**src/rtl/shot_collision_detector.sv**
```systemverilog
// Per-frame shot collision detector: gathers shot/enemy/tower pixel overlaps during a frame
// and reports them as one-cycle pulses in the cycle after the frame-closing startOfFrame.
module shot_collision_detector #(
    parameter int NUM_ENEMIES = 4,
    parameter int SCORE_WIDTH = 8
) (
    input  logic                   clk,
    input  logic                   resetN,
    input  logic                   startOfFrame,
    input  logic                   pause,
    input  logic [2:0]             shotDrawingRequests,
    input  logic [NUM_ENEMIES-1:0] enemyDrawingRequests,
    input  logic                   towerDrawingRequest,
    output logic [2:0]             shotEnemyCollision,
    output logic [2:0]             shotTowerCollision,
    output logic [NUM_ENEMIES-1:0] enemyHit,
    output logic [SCORE_WIDTH-1:0] hitCount
);

    localparam logic [1:0] SYNC    = 2'd0;
    localparam logic [1:0] COLLECT = 2'd1;
    localparam logic [1:0] REPORT  = 2'd2;

    logic [1:0]             state_q, state_d;
    logic [2:0]             pend_e_q, pend_e_d;
    logic [2:0]             pend_t_q, pend_t_d;
    logic [NUM_ENEMIES-1:0] pend_h_q, pend_h_d;
    logic [2:0]             seen_q, seen_d;
    logic [2:0]             snap_e_q, snap_e_d;
    logic [2:0]             snap_t_q, snap_t_d;
    logic [NUM_ENEMIES-1:0] snap_h_q, snap_h_d;
    logic [2:0]             snap_seen_q, snap_seen_d;
    logic [2:0]             armed_q, armed_d;
    logic [SCORE_WIDTH-1:0] hit_count_q, hit_count_d;

    logic                   in_report;
    logic [2:0]             report_e;
    logic [2:0]             report_t;
    logic [1:0]             hit_inc;
    logic [SCORE_WIDTH+1:0] hit_sum;
    logic [SCORE_WIDTH+1:0] hit_max;

    assign in_report = (state_q == REPORT);
    assign report_e  = snap_e_q & armed_q;
    assign report_t  = snap_t_q & ~snap_e_q & armed_q;

    assign shotEnemyCollision = in_report ? report_e : 3'b000;
    assign shotTowerCollision = in_report ? report_t : 3'b000;
    assign enemyHit           = in_report ? snap_h_q : '0;
    assign hitCount           = hit_count_q;

    // Saturating score: a wider sum is compared against the all-ones score value.
    assign hit_inc = {1'b0, report_e[0]} + {1'b0, report_e[1]} + {1'b0, report_e[2]};
    assign hit_sum = {2'b00, hit_count_q} + {{SCORE_WIDTH{1'b0}}, hit_inc};
    assign hit_max = {2'b00, {SCORE_WIDTH{1'b1}}};

    always_comb begin
        state_d     = state_q;
        pend_e_d    = pend_e_q;
        pend_t_d    = pend_t_q;
        pend_h_d    = pend_h_q;
        seen_d      = seen_q;
        snap_e_d    = snap_e_q;
        snap_t_d    = snap_t_q;
        snap_h_d    = snap_h_q;
        snap_seen_d = snap_seen_q;
        armed_d     = armed_q;
        hit_count_d = hit_count_q;

        case (state_q)
            SYNC: begin
                if (startOfFrame) begin
                    state_d  = COLLECT;
                    pend_e_d = 3'b000;
                    pend_t_d = 3'b000;
                    pend_h_d = '0;
                    seen_d   = 3'b000;
                end
            end
            COLLECT: begin
                if (startOfFrame) begin
                    state_d     = REPORT;
                    snap_e_d    = pend_e_q;
                    snap_t_d    = pend_t_q;
                    snap_h_d    = pend_h_q;
                    snap_seen_d = seen_q;
                    pend_e_d    = 3'b000;
                    pend_t_d    = 3'b000;
                    pend_h_d    = '0;
                    seen_d      = 3'b000;
                end else begin
                    seen_d = seen_q | shotDrawingRequests;
                    if (!pause) begin
                        pend_e_d = pend_e_q | (shotDrawingRequests & {3{|enemyDrawingRequests}});
                        pend_t_d = pend_t_q | (shotDrawingRequests & {3{towerDrawingRequest}});
                        pend_h_d = pend_h_q | (enemyDrawingRequests &
                                   {NUM_ENEMIES{|(shotDrawingRequests & armed_q)}});
                    end
                end
            end
            REPORT: begin
                // A reporting shot disarms; a slot absent for a whole frame was re-fired.
                state_d = COLLECT;
                armed_d = (armed_q & ~(report_e | report_t)) | ~snap_seen_q;
                hit_count_d = (hit_sum > hit_max) ? {SCORE_WIDTH{1'b1}} : hit_sum[SCORE_WIDTH-1:0];
            end
            default: begin
                state_d = SYNC;
            end
        endcase
    end

    always_ff @(posedge clk or negedge resetN) begin
        if (!resetN) begin
            state_q     <= SYNC;
            pend_e_q    <= 3'b000;
            pend_t_q    <= 3'b000;
            pend_h_q    <= '0;
            seen_q      <= 3'b000;
            snap_e_q    <= 3'b000;
            snap_t_q    <= 3'b000;
            snap_h_q    <= '0;
            snap_seen_q <= 3'b000;
            armed_q     <= 3'b111;
            hit_count_q <= '0;
        end else begin
            state_q     <= state_d;
            pend_e_q    <= pend_e_d;
            pend_t_q    <= pend_t_d;
            pend_h_q    <= pend_h_d;
            seen_q      <= seen_d;
            snap_e_q    <= snap_e_d;
            snap_t_q    <= snap_t_d;
            snap_h_q    <= snap_h_d;
            snap_seen_q <= snap_seen_d;
            armed_q     <= armed_d;
            hit_count_q <= hit_count_d;
        end
    end

endmodule

```
**config.mk**
```make
export PLATFORM = sky130hd
export DESIGN_NAME = shot_collision_detector
export DESIGN_NICKNAME = d
export VERILOG_FILES = /design/src/rtl/shot_collision_detector.sv
export SDC_FILE = /design/constraint.sdc
export NUM_CORES = 1
export LEC_CHECK = 0
export BUFFER_PORTS_ARGS = -buffer_cell sky130_fd_sc_hd__buf_2
export CELL_PAD_IN_SITES_DETAIL_PLACEMENT = 1
export CELL_PAD_IN_SITES_GLOBAL_PLACEMENT = 1
export CORE_MARGIN = 2
export CORE_UTILIZATION = 43
export DETAILED_ROUTE_END_ITERATION = 6
export PLACE_DENSITY_LB_ADDON = 0.2
export SYNTH_ARGS = -nofsm -noshare
export SYNTH_HDL_FRONTEND = slang
export SYNTH_SLANG_ARGS = --single-unit
```
**constraint.sdc**
```tcl
create_clock -name clk -period 3 [get_ports clk]
set_input_delay 0.3 -clock clk [delete_from_list [all_inputs] [get_ports clk]]
set_output_delay 0.3 -clock clk [all_outputs]
set_load 0.02 [all_outputs]
```
======== Yosys cells after proc, flatten, opt, wreduce, memory -nomap -nowiden ========
Index checks and enable logic that the tools add are counted.
storage, ports and cells
  bits in registers ....................... 39
  bits of input ports ..................... 12
  output and inout bits ................... 18
cells by class
  add/sub/neg operators ................... 3
  order comparisons ....................... 1
  equal/unequal tests ..................... 5
  mux-type cells .......................... 20
  bitwise logic cells ..................... 17
  reduce and logical (&&, ||, !) cells .... 8
operators with widths
  kind                  count
  $mux W3               8
  $and A3 B3 Y3         7
  $pmux W3 S2           3
  $mux W4               4
  $or A3 B3 Y3          5
  $add A8 B2 Y9         1
  $gt A9 B8 Y1 const B  1
  $not A3 Y3            3
  $mux W8               1
  $pmux W4 S2           1
  $pmux W2 S3           1
  $reduce_and A2 Y1     3
  $and A4 B4 Y4         1
  $mux W2               2
  $ne A2 B2 Y1 const B  2
  $or A4 B4 Y4          1
  $reduce_or A4 Y1      1
  $ne A3 B3 Y1 const B  1
  $reduce_and A3 Y1     1
  $reduce_or A3 Y1      1
  $add A1 B1 Y2         1
  $add A2 B1 Y2         1
  $eq A2 B1 Y1 const B  1
  $eq A2 B2 Y1 const B  1
  2 further kinds       2

======== Logic depth before layout (Yosys ltp) ========
Gate-level depths: netlist of run 1.
  depth after elaboration ................. 7
  gate-level depth with buffers ........... 9
  mapped depth without buffers ............ 9

======== Least setup slack after synthesis of run 1 ========
Ideal clock, no wire load.
  path kind ............................... flip-flop to flip-flop
  start point ............................. register armed_q[0]
  end point ............................... register hit_count_q[4], in the netlist hitCount[4]
  arrival time ............................ 2190 ps
  data required time ...................... 2865 ps
  path slack .............................. 675 ps
  stages on the path, launching flop included .. 10
  path buffers ............................ 0
  cells stage by stage .................... dfstp_2 nand2_1 xnor2_1 ha_1 ha_1 inv_1 fa_1 and4bb_1 and3_2 a21oi_1
on the way
  word-level cells in the longest chain between the ends .. 6
ends and longest elaborated chain
  item                    RTL line  text
  from (decl)             33        logic [2:0] armed_q, armed_d;
  from (signal assigned)  136       armed_q <= armed_d;
  $and A3 B3 Y3 *         44        assign report_e = snap_e_q & armed_q;
  $add A1 B1 Y2 *         53        assign hit_inc = {1'b0, report_e[0]} + {1'b0, report_e[1]} + {1'b0, report_e[2]};
  $add A2 B1 Y2 *         53
  $add A8 B2 Y9 *         54        assign hit_sum = {2'b00, hit_count_q} + {{SCORE_WIDTH{1'b0}}, hit_inc};
  $gt A9 B8 Y1            105       hit_count_d = (hit_sum > hit_max) ? {SCORE_WIDTH{1'b1}} : hit_sum[SCORE_WIDTH-1:0];
  $mux W8 *               105
  to (signal assigned)    137       hit_count_q <= hit_count_d;
  to (decl)               34        logic [SCORE_WIDTH-1:0] hit_count_q, hit_count_d;
Every way passes the cells marked *; elsewhere a longest branch is shown, timed or not.
A chain may end at the register's enable or synchronous reset.

======== Final worst setup path of run 1 ========
Ends and elaborated chain as after synthesis.

==> results.toml, run 1 <==
[run_status]
outcome = "completed"

[global_route]
grt_start_max_net_pins = 40
grt_usage = 0.208
antenna_found_initial = 0
grt_pass1_vias = 1462
grt_first_pass_wirelength_mm = 7.03
grt_overflow = 0

[pwr]
power_density_mw_per_mm2 = 866
swShare = 0.339
power_frac_seq = 0.467
power_switching_uw = 616
comb_power_share = 0.298
clkPwrFrac = 0.235
p_int_uw = 1200
p_leak_uw = 0.00102
ir_worst_vdd_v = 0.000341

[die]
die-height_um = 68.8
die_w_um = 68.8
initial_core_util = 0.449
core_sq_mm = 0.00403
io_pins = 30
num_rows = 23
die-area_sq_mm = 0.00474

[critical_path]
startpoint_type = "register"
endpoint_kind = "register"
critPathKind = "reg2reg"
crit_required_ps = 3170
critPathMaxFanout = 6
critPathArrivalTime_ps = 2680
r2r_cells = 9

[sta]
slew_headroom = 0.393
setup_tns_ps = 0
fin_crit_sh = 0.837
rsz0062_at_grt = "no"
hold_viol_final = 0
setup_viol = 0
fin_crit_ps = 2510
worst_slew_pin_slew_ps = 908
finClkSkew_ps = 5.21
holdWs_ps = 118
fmax_mhz = 398
slew_viol_final = 0

[cells_and_area]
final_cell_mix = "36 x dfrtp_1, 29 x buf_2, 17 x nor2_1"
final_common_cell = "dfrtp_1"
n_antenna_cell = 0
fill_cells = 460
areaGrowthSynthToFinish_pct = 15.8
ff_latch_area_sq_um = 980
nets = 211
layout-drive-gt1-share = 0.306
multiInputGateArea_sq_um = 767
final_area_sq_mm = 0.00209

[clock_tree]
cts_buffers = 5
cts_resized = 0
hold_buffers = 0
clk_latency_ps = 290
cts_root_buffer = "clkbuf_8"
cts_setup_buffers = 0
cts_sinks = 39
cts-htree-levels = 2
cts_tree = "done"
clockBufferDepth = 2
clk_pin_slew_ps = 70

[drt]
drc_errors = 0
ant_nets = 0
via_per_inst = 5.61
drt_iter0_markers = 59
wl_per_cell_um = 16.9
drt_pass1_iterations = 4
via_count = 1381
routed_wl_mm = 4.16

[yosys]
synth-edff-count = 0
ys_ff_latch = 39
synthArstFlopShare = 1.00
ys_seq_area_frac = 0.542
dominantRegCellSynth = "dfrtp_1"
synth_nets = 180
yosys_warnings = 0
synth_cells = 164
syn_area_sq_mm = 0.00181
post_synth.cell_area_avg_sq_um = 11.0
synth.distinct_cells = 36

[placement]
hpwlAfterDp_mm = 3.05
numPortBuffers = 29
gp_congestion = 0.733
dpl_cell_area_sq_mm = 0.00199

[flow_run]
cap_violations = 0

[hold_path]
hp-class = "in2async"
[routing by layer]
layer	vias up	GRT usage	share of wire
met2	28	0.351	0.50
met5	-	0	0
li1	644	-	-
met4	0	0.0956	0.017
met3	6	0.0422	0.041
met1	703	0.257	0.44
[critical path: stages, from the launching register on]
cell,delay (ps)
dfstp_2,570
nand2_1,90
xnor2_1,140
ha_1,280
ha_1,160
inv_1,50
fa_1,420
and4bb_1,410
and3_2,210
a21oi_1,60
[sequential cells by signal (all words and copies together) (netlist names)]
name	cells
pend_h_q	4
hitCount	8
armed_q	3
snap_e_q	3
pend_t_q	3
pend_e_q	3
seen_q	3
snap_h_q	4
snap_t_q	3
state_q	2
snap_seen_q	3
[worst paths after layout]
kind,startpoint,to,slack (ps)
min in group clk,enemyDrawingRequests[0],pend_h_q[0],280
worst min-delay path,resetN,hitCount[5],120
worst max register to register,armed_q[0],hitCount[4],490
worst min register to register,snap_seen_q[0],armed_q[0],430
worst max-delay path,armed_q[0],hitCount[4],490
max in group asynchronous,resetN,pend_h_q[3],2340
[cell type report]
cell class,count,share of cell area
multi-input cells,111,0.366
clock buffers,7,0.0364
clock inverters,1,0.0143
repair buffers,29,0.0693
well taps,50,0.0299
inverters,9,0.0161
flip-flops and latches,39,0.468
[logic make-up after synthesis]
family,synth area share
buffers and inverters,0.0339
muxes,0.0872
DFF,0.542
and+or+nand+nor,0.191
AOI/OAI and AO/OA,0.105
xor gates and xnor gates,0.00969
adders and majority gates,0.0318
[power by group through the flow]
stage          combinational [uW]  sequential (uW)  clock (uW)
2_1_floorplan                 387              834           0
3_3_place_gp                  515              838           0
3_5_place_dp                  546              859           0
4_1_cts                       553              849         440
5_1_grt                       622              875         455
6_report                      541              847         427
[per-stage QoR]
step	power [uW]	util	std cells	setup WS, ps
6_report	1810	0.520	246	490
3_5_place_dp	1410	0.493	238	504
3_3_place_gp	1350	0.493	238	605
4_1_cts	1840	0.520	246	480
2_1_floorplan	1220	-	164	675
5_1_grt	1950	0.520	246	335
[Yosys cell counts (2+ instances only)]
master,number,area [sq um]
a21oi_1,13,65.1
a31oi_1,8,50.1
and2_1,7,43.8
and3_2,2,15.0
clkbuf_1,3,11.3
dfrtp_1,36,901
dfstp_2,3,78.8
ha_1,3,37.5
inv_1,9,33.8
mux2_2,14,158
nand2_1,4,15.0
nand3_1,4,20.0
nand3b_1,5,37.5
nand4_1,2,12.5
nor2_1,17,63.8
nor2b_1,4,25.0
nor3_1,2,10.0
o21ai_0,8,40.0
or4_1,2,15.0
xnor2_1,2,17.5
No activity file was read; power rests on OpenSTA's default activity.
==> run 2: changes to the inputs <==
- CORE_UTILIZATION: 43 -> 39
- clock period: 3 -> 2.2 ns (I/O delays scaled with it)
==> run 2 against run 1 <==
Highest routed layer unchanged. Clock power increased by 16%. Critical endpoint unchanged. Critical path depth unchanged. Combinational power increased by 54%. Clock skew decreased by 3.2 ps. Sequential share of layout area decreased by 1.5 points. Via count increased by 2.1%. Register-to-register slack got worse by 600 ps. Non-clock buffer count increased by 9. The run now ends with setup timing left. Power increased by 37%. Sequential power increased by 36%. First-iteration DRC count decreased by 6.8%. Worst hold slack got worse by 66 ps.
==> results.toml, run 2 (synthesis gave the netlist of run 1 again) <==
[sta]
fin_crit_ps = 2310
setup_tns_ps = -487
finClkSkew_ps = 2.04
hold_viol_final = 0
worst_slew_pin_slew_ps = 887
slew_viol_final = 0
slew_headroom = 0.409
rsz0062_at_grt = "yes"
layout_setup_ws_ps = -106
fin_crit_sh = 1.05
fmax_mhz = 434
setup_viol = 8

[pwr]
clkPwrFrac = 0.200
power_switching_uw = 864
p_leak_uw = 0.00105
swShare = 0.349
power_density_mw_per_mm2 = 1140
ir_worst_vdd_v = 0.000420
comb_power_share = 0.336
power_frac_seq = 0.464
p_int_uw = 1610

[run_status]
outcome = "finished with violations"
violations = "setup timing"

[die]
die-area_sq_mm = 0.00520
io_pins = 30
num_rows = 24
initial_core_util = 0.410
die_w_um = 72.1
die-height_um = 72.1
core_sq_mm = 0.00441

[critical_path]
startpoint_type = "register"
critPathKind = "reg2reg"
critPathArrivalTime_ps = 2470
r2r_cells = 9
crit_required_ps = 2370
critPathMaxFanout = 5
endpoint_kind = "register"

[drt]
ant_nets = 0
via_per_inst = 5.49
topRoutingLayerUsed = "met4"
drc_errors = 0
drt_iter0_markers = 55
wl_per_cell_um = 17.2
route.met3.wl_um = 167
wl_met1_mm = 1.93
via_count = 1410
routed_wl_mm = 4.41
met2_length_mm = 2.26
drt_pass1_iterations = 4

[global_route]
grt_overflow = 0
grt_usage = 0.187
grt_start_max_net_pins = 40
antenna_found_initial = 0
grt_first_pass_wirelength_mm = 7.44
grt_pass1_vias = 1536

[clock_tree]
cts_tree = "done"
cts_sinks = 39
clk_pin_slew_ps = 70
clk_latency_ps = 280
hold_buffers = 0
cts-htree-levels = 2
clockBufferDepth = 2
cts_root_buffer = "clkbuf_8"
cts_buffers = 5

[cells_and_area]
multiInputGateArea_sq_um = 782
layout-drive-gt1-share = 0.371
fill_cells = 512
final_common_cell = "dfrtp_1"
final_area_sq_mm = 0.00216
final_cell_mix = "36 x dfrtp_1, 29 x buf_2, 17 x nor2_1"
largest_register_ffs = 8
areaGrowthSynthToFinish_pct = 19.7
n_antenna_cell = 0
nets = 220
ff_latch_area_sq_um = 980

[flow_run]
cap_violations = 0

[placement]
preCtsSetupSlack_ps = -111
dpl_cell_area_sq_mm = 0.00205
gp_congestion = 0.748
numPortBuffers = 29
hpwlAfterDp_mm = 3.34

[hold_path]
hp-class = "in2async"
[run 2: changes by cell type in the layout (fill, tap and decap cells not counted), sizes merged]
| cell | before | now |
|---|---|---|
| clkinv | 0 | 1 |
| bufinv | 1 | 0 |
| buf | 29 | 38 |
[run 2: metrics by stage]
step / hold WS (ps) / utilization / total power [uW] / std cells
floorplan: -75.6 / - / 1670 / 164
global placement: 376 / 0.465 / 1920 / 248
detailed placement: 400 / 0.465 / 1990 / 248
CTS: 91.2 / 0.487 / 2500 / 256
global route: 110 / 0.490 / 2670 / 257
finish: 52.2 / 0.490 / 2480 / 257
[run 2: repair_timing]
item                                   CTS  global route
pin swaps                                3             3
setup endpoints to repair                8             8
endpoints found under the hold margin    0             0
buffers inserted                         0             1
gates resized for setup                  3             2
[run 2: final cells by class]
| class | count | share of cell area |
|---|---|---|
| clock buffer | 7 | 0.0399 |
| clock inverter | 1 | 0.00231 |
| inverter | 9 | 0.0156 |
| multi-input combinational | 111 | 0.361 |
| sequential | 39 | 0.453 |
| tap | 52 | 0.0301 |
| timing repair buffer | 38 | 0.0983 |
[run 2: power by group through the flow]
stage	Clock (uW)	Combinational (uW)	Sequential [uW]
3_5_place_dp	0	824	1170
4_1_cts	510	835	1150
2_1_floorplan	0	530	1140
6_report	495	832	1150
3_3_place_gp	0	775	1140
5_1_grt	546	927	1200
[run 2: worst paths after layout]
check	startpoint	endpoint	slack, ps
setup reg to reg	armed_q[0]	hitCount[4]	-110
setup / recovery	armed_q[0]	hitCount[4]	-110
hold reg to reg	snap_seen_q[0]	armed_q[0]	430
max in group asynchronous	resetN	snap_t_q[1]	1590
min in group clk	enemyDrawingRequests[2]	pend_h_q[2]	210
hold / removal	resetN	hitCount[1]	50
[run 2: metal layers]
metal	up-vias	global-route usage
li1	658	-
met1	720	0.244
met2	26	0.310
met3	6	0.0375
met4	0	0.0671
met5	-	0
[run 2: worst max-delay path: stages, from the launching register on]
cell,delay [ps]
dfstp_2,540
nand2_2,50
xnor2_1,130
ha_1,290
ha_2,180
inv_2,40
fa_2,340
and4bb_2,360
and3_4,190
a21oi_1,60
